--- src/rtl/seg7_keypad_scan_display.sv ---
// ---------------------------------------------------------------------------
// seg7_keypad_scan_display
// Time-multiplexed N-digit 7-segment driver for the matrix-keypad path.
// Holds the last N_DIGITS key codes in a shift buffer, decodes each to a
// glyph and scans one digit at a time. Each digit slot starts with a short
// blanking gap (all anodes off) so the previous digit's segment pattern
// cannot ghost onto the next digit while the drivers settle.
//
// Ports
//   clk          system clock, rising edge
//   rst_n        asynchronous active-low reset
//   key_valid    1-cycle strobe, key_code holds a new key
//   key_code     key index, row-major 1 2 3 A / 4 5 6 B / 7 8 9 C / * 0 # D
//   clear        empty the buffer (wins over a simultaneous key_valid)
//   seg          {g,f,e,d,c,b,a}, active low
//   anode        one-hot active-low digit enable, digit 0 = rightmost
//   digit_count  number of valid digits, saturates at N_DIGITS
// ---------------------------------------------------------------------------
module seg7_keypad_scan_display #(
  parameter int N_DIGITS    = 4,
  parameter int REFRESH_DIV = 100000,
  parameter int BLANK_CYC   = 1000
) (
  input  logic                              clk,
  input  logic                              rst_n,
  input  logic                              key_valid,
  input  logic [3:0]                        key_code,
  input  logic                              clear,
  output logic [6:0]                        seg,
  output logic [N_DIGITS-1:0]               anode,
  output logic [$clog2(N_DIGITS+1)-1:0]     digit_count
);

  localparam int CW = (REFRESH_DIV > 1) ? $clog2(REFRESH_DIV) : 1;
  localparam int IW = (N_DIGITS > 1) ? $clog2(N_DIGITS) : 1;
  localparam int DW = $clog2(N_DIGITS + 1);

  localparam logic [CW-1:0] SLOT_LAST = CW'(REFRESH_DIV - 1);
  localparam logic [CW-1:0] BLANK_END = CW'(BLANK_CYC);
  localparam logic [IW-1:0] IDX_LAST  = IW'(N_DIGITS - 1);
  localparam logic [DW-1:0] COUNT_MAX = DW'(N_DIGITS);
  localparam logic [6:0]    SEG_BLANK = 7'h7F;

  logic [CW-1:0]       slot_cnt;
  logic [IW-1:0]       digit_idx;
  logic [N_DIGITS-1:0] entry_valid;
  logic [3:0]          entry_code [N_DIGITS];

  logic                blank;
  logic [6:0]          seg_next;
  logic [N_DIGITS-1:0] anode_next;

  // Key index to active-low segment pattern, row-major keypad order.
  function automatic logic [6:0] glyph(input logic [3:0] code);
    logic [6:0] g;
    case (code)
      4'd0:    g = 7'h79;  // 1
      4'd1:    g = 7'h24;  // 2
      4'd2:    g = 7'h30;  // 3
      4'd3:    g = 7'h08;  // A
      4'd4:    g = 7'h19;  // 4
      4'd5:    g = 7'h12;  // 5
      4'd6:    g = 7'h02;  // 6
      4'd7:    g = 7'h03;  // b
      4'd8:    g = 7'h78;  // 7
      4'd9:    g = 7'h00;  // 8
      4'd10:   g = 7'h10;  // 9
      4'd11:   g = 7'h46;  // C
      4'd12:   g = 7'h3F;  // * shown as a dash
      4'd13:   g = 7'h40;  // 0
      4'd14:   g = 7'h36;  // #
      default: g = 7'h21;  // d
    endcase
    return g;
  endfunction

  // Slot counter and digit index. The index only advances on the slot
  // wrap, so a digit is never swapped in the middle of its slot.
  always_ff @(posedge clk or negedge rst_n) begin
    if (!rst_n) begin
      slot_cnt  <= '0;
      digit_idx <= '0;
    end else if (slot_cnt == SLOT_LAST) begin
      slot_cnt  <= '0;
      digit_idx <= (digit_idx == IDX_LAST) ? '0 : digit_idx + 1'b1;
    end else begin
      slot_cnt  <= slot_cnt + 1'b1;
    end
  end

  // Key buffer: a new key enters at digit 0 and pushes older keys left,
  // dropping the oldest. clear takes priority so a key arriving in the
  // same cycle is discarded rather than landing in an emptied buffer.
  always_ff @(posedge clk or negedge rst_n) begin
    if (!rst_n) begin
      entry_valid <= '0;
      digit_count <= '0;
      for (int i = 0; i < N_DIGITS; i++) entry_code[i] <= '0;
    end else if (clear) begin
      entry_valid <= '0;
      digit_count <= '0;
    end else if (key_valid) begin
      for (int i = N_DIGITS - 1; i > 0; i--) begin
        entry_code[i]  <= entry_code[i-1];
        entry_valid[i] <= entry_valid[i-1];
      end
      entry_code[0]  <= key_code;
      entry_valid[0] <= 1'b1;
      if (digit_count != COUNT_MAX) digit_count <= digit_count + 1'b1;
    end
  end

  // Next display value from the current counter, index and buffer.
  always_comb begin
    blank      = (slot_cnt < BLANK_END);
    seg_next   = SEG_BLANK;
    anode_next = '1;
    if (!blank) begin
      anode_next[digit_idx] = 1'b0;
      if (entry_valid[digit_idx]) seg_next = glyph(entry_code[digit_idx]);
    end
  end

  // Registered display drivers, forced dark straight away on reset.
  always_ff @(posedge clk or negedge rst_n) begin
    if (!rst_n) begin
      seg   <= SEG_BLANK;
      anode <= '1;
    end else begin
      seg   <= seg_next;
      anode <= anode_next;
    end
  end

endmodule

--- config.mk ---
export PLATFORM = sky130hd
export DESIGN_NAME = seg7_keypad_scan_display
export DESIGN_NICKNAME = d
export VERILOG_FILES = /design/src/rtl/seg7_keypad_scan_display.sv
export SDC_FILE = /design/constraint.sdc
export NUM_CORES = 1
export LEC_CHECK = 0
export BUFFER_PORTS_ARGS = -buffer_cell sky130_fd_sc_hd__buf_4
export CAP_MARGIN = 20
export CORE_AREA = 5 5 75 84
export DETAILED_ROUTE_END_ITERATION = 8
export DIE_AREA = 0 0 80 89
export HOLD_SLACK_MARGIN = 0.05
export PLACE_DENSITY = 0.64
export SYNTH_ARGS = -nofsm -noshare
export SYNTH_HDL_FRONTEND = slang
export SYNTH_SLANG_ARGS = --single-unit
--- constraint.sdc ---
create_clock -name clk -period 4.89 [get_ports clk]
set_input_delay 0.978 -clock clk [delete_from_list [all_inputs] [get_ports clk]]
set_output_delay 0.978 -clock clk [all_outputs]
set_load 0.02 [all_outputs]
==> impl_metrics.json <==
{
  "core_um2": 5330,
  "cts_setup_buffers": 0,
  "skew_ps": 9.11,
  "crit_path_top_delay_cell": "dfrtp_1",
  "clkTransAtPathRegs_ps": 100,
  "synth.largest_area_cell": "dfrtp_1",
  "finalSetupViolations": 0,
  "cts_resized": 0,
  "syn_nets": 226,
  "grtUsageTotal": 0.126,
  "synth_simple_gate_area_frac": 0.151,
  "period_share": 0.443,
  "areaGrowthSynthToFinish_pct": 11.7,
  "synth_edf_count": 0,
  "cts_root_buf": "clkbuf_8",
  "ys.flop_type": "dfrtp_1",
  "hold_path.startpoint": "slot_cnt[0]",
  "clk_latency_ps": 300,
  "cp.required_ps": 5110,
  "avgViaCountPerCell": 5.06,
  "synthCells": 206,
  "gp_congestion": 0.750,
  "relSlewSlack": 0.513,
  "yosysWarnings": 0,
  "synth_seq_cells": 53,
  "crit_buf_inv": 0,
  "synth_top_area_share": 0.416,
  "cts_tree": "yes",
  "mostFrequentLayoutCell": "dfrtp_1",
  "die_area_um2": 7120,
  "power-per-cell-area_nw_per_um2": 318,
  "synth_compound_area_frac": 0.0490,
  "critPathTopFamily": "flip-flops",
  "dp.cells": 294,
  "min_to": "slot_cnt[0]",
  "drtAntennaViolNets": 0,
  "worstReg2RegEnd": "seg[1]",
  "drv_slew": 0,
  "postPlaceCellArea_um2": 2720,
  "grt_pass1_vias": 1593,
  "tns_ps": 0,
  "synthMuxAreaShare": 0.128,
  "final_cell_area_um2": 2820,
  "num_vias": 1523,
  "die_h_um": 89,
  "ctsLongestPathBuffers": 2,
  "cts_buffers": 5,
  "vdd_ir_drop_max_uv": 124,
  "cts_sinks": 53,
  "end_kind": "register",
  "r2r_slack_ps": 2730,
  "fmax_mhz": 462,
  "fin_crit_ps": 2160,
  "drt_wl_total_um": 3800,
  "start_util": 0.475,
  "rsz0062_at_grt": "false",
  "cts_max_level": 2,
  "drt_iter0_drc": 48,
  "num_antenna_cells": 0,
  "instances_no_fill": 301,
  "status": "finished clean",
  "synth_xor_xnor_area_share": 0.0485,
  "synth_cell_type_count": 39,
  "critPathLaunchType": "register",
  "drive_above_1_share": 0.305,
  "worst_pin_slew_ps": 731,
  "io_buffer_count": 21,
  "r2r_start": "digit_idx[0]",
  "hold_viol": 0,
  "rows": 28,
  "synthAdderAreaFrac": 0.0594,
  "ios": 22,
  "async_flop_share": 1.00,
  "synth_area_leaders": "dfrtp_1, dfstp_2, mux2_2",
  "avgRoutedWirePerCell_um": 12.6,
  "syn_area_um2": 2530,
  "crit_fanout": 9,
  "crit_chain": "mux4_2 -> ha_1 -> or3_1 -> o211ai_1 -> o311ai_1",
  "grt_pass1_wl_um": 7090,
  "seq_area_frac_synth": 0.530,
  "final_cell_mix": "dfrtp_1, nor2_1, buf_4",
  "slowest_delay_ps": 630,
  "gr-total-overflow": 0,
  "min_path_cells": 1,
  "hold_path.class": "register to register",
  "postSynthAreaPerCell_um2": 12.3,
  "nets": 246,
  "die_w_um": 80,
  "leakagePower_nw": 1.20,
  "antenna_found_initial": 0,
  "drc_errors": 0,
  "rr_worst_depth": 5,
  "synth_top_family_by_area": "simple AND/OR/NAND/NOR gates",
  "p_total_uw": 897,
  "worstSetupPathType": "register to register",
  "grt_max_degree": 54,
  "cts_hold_buf": 0,
  "dp_hpwl_um": 2680,
  "cp.arrival_ps": 2390,
  "maxCapViolCount": 0,
  "first_pass_iters": 4
}
## flip-flops by register name, summed over array words and instances (netlist names)
| register | count |
|---|---|
| anode | 4 |
| digit_count | 3 |
| digit_idx | 2 |
| entry_code | 16 |
| entry_valid | 4 |
| seg | 7 |
| slot_cnt | 17 |
## metal layers
metal,GRT usage,wire [um],up-vias
met5,0,0,-
li1,-,-,754
met1,0.154,1760,748
met3,0.0343,127,2
met2,0.218,1890,19
met4,0.0369,21,0
## how the worst max path moves through the flow
stage,startpoint,endpoint,slack (ps),depth (start not counted)
3_5_place_dp,clear,entry_code[7],2620,3
6_report,digit_idx[0],seg[1],2730,5
5_1_grt,slot_cnt[0],slot_cnt[15],2600,6
3_3_place_gp,clear,entry_code[9],2640,3
4_1_cts,digit_idx[0],seg[1],2700,5
2_1_floorplan,clear,entry_code[10],2740,5
## cell families (layout without fill, tap and decap cells)
group                      Yosys count  after routing
xor gates and xnor gates            14             14
buffers and inverters               15             35
and+or+nand+nor                     70             70
AOI/OAI and AO/OA                   18             18
DFF                                 53             53
muxes                               24             24
adders and majority gates           12             12
## report_power, final
group | leakage (nW) | internal [mW] | total [mW] | switching, mW
clock | 0.0540 | 0.149 | 0.284 | 0.135
sequential | 0.651 | 0.479 | 0.504 | 0.0249
combinational | 0.497 | 0.0582 | 0.109 | 0.0508
## worst reg2reg max path: stages, from the launching register on
cell,delay (ps)
dfrtp_1,630
mux4_2,630
ha_1,240
or3_1,340
o211ai_1,130
o311ai_1,130
## stage by stage
stage	util	setup slack [ps]	hold WS (ps)
after floorplan	-	2740	451
after global placement	0.511	2640	480
after detailed placement	0.511	2620	486
after CTS	0.530	2700	498
after global routing	0.530	2600	530
final	0.530	2730	497
## cell type report
| class | count | area (um2) |
|---|---|---|
| Timing Repair Buffer | 21 | 158 |
| Tap cell | 75 | 93.8 |
| Sequential cell | 53 | 1340 |
| Fill cell | 480 | 2500 |
| Multi-Input combinational cell | 138 | 1100 |
| Clock buffer | 5 | 68.8 |
| Clock inverter | 2 | 35.0 |
| Inverter | 7 | 26.3 |
## cells in the mapped netlist, types with 2 or more instances
cell      number
and4_1         2
o21ai_2        3
nand4_1        5
nand3b_1       2
dfstp_2       11
ha_1          12
o311ai_1       2
mux2i_1        3
nand3_1        7
a21oi_1        2
o21ai_0        4
buf_6          3
xnor2_1       10
mux4_2         5
nor2_1        22
xor2_1         4
clkbuf_1       2
o211ai_1       5
dfrtp_1       42
nor4_4         2
mux2_2        16
buf_2          2
inv_1          7
nand2_1       18
Note: power is estimated with default switching activity, not from simulation.
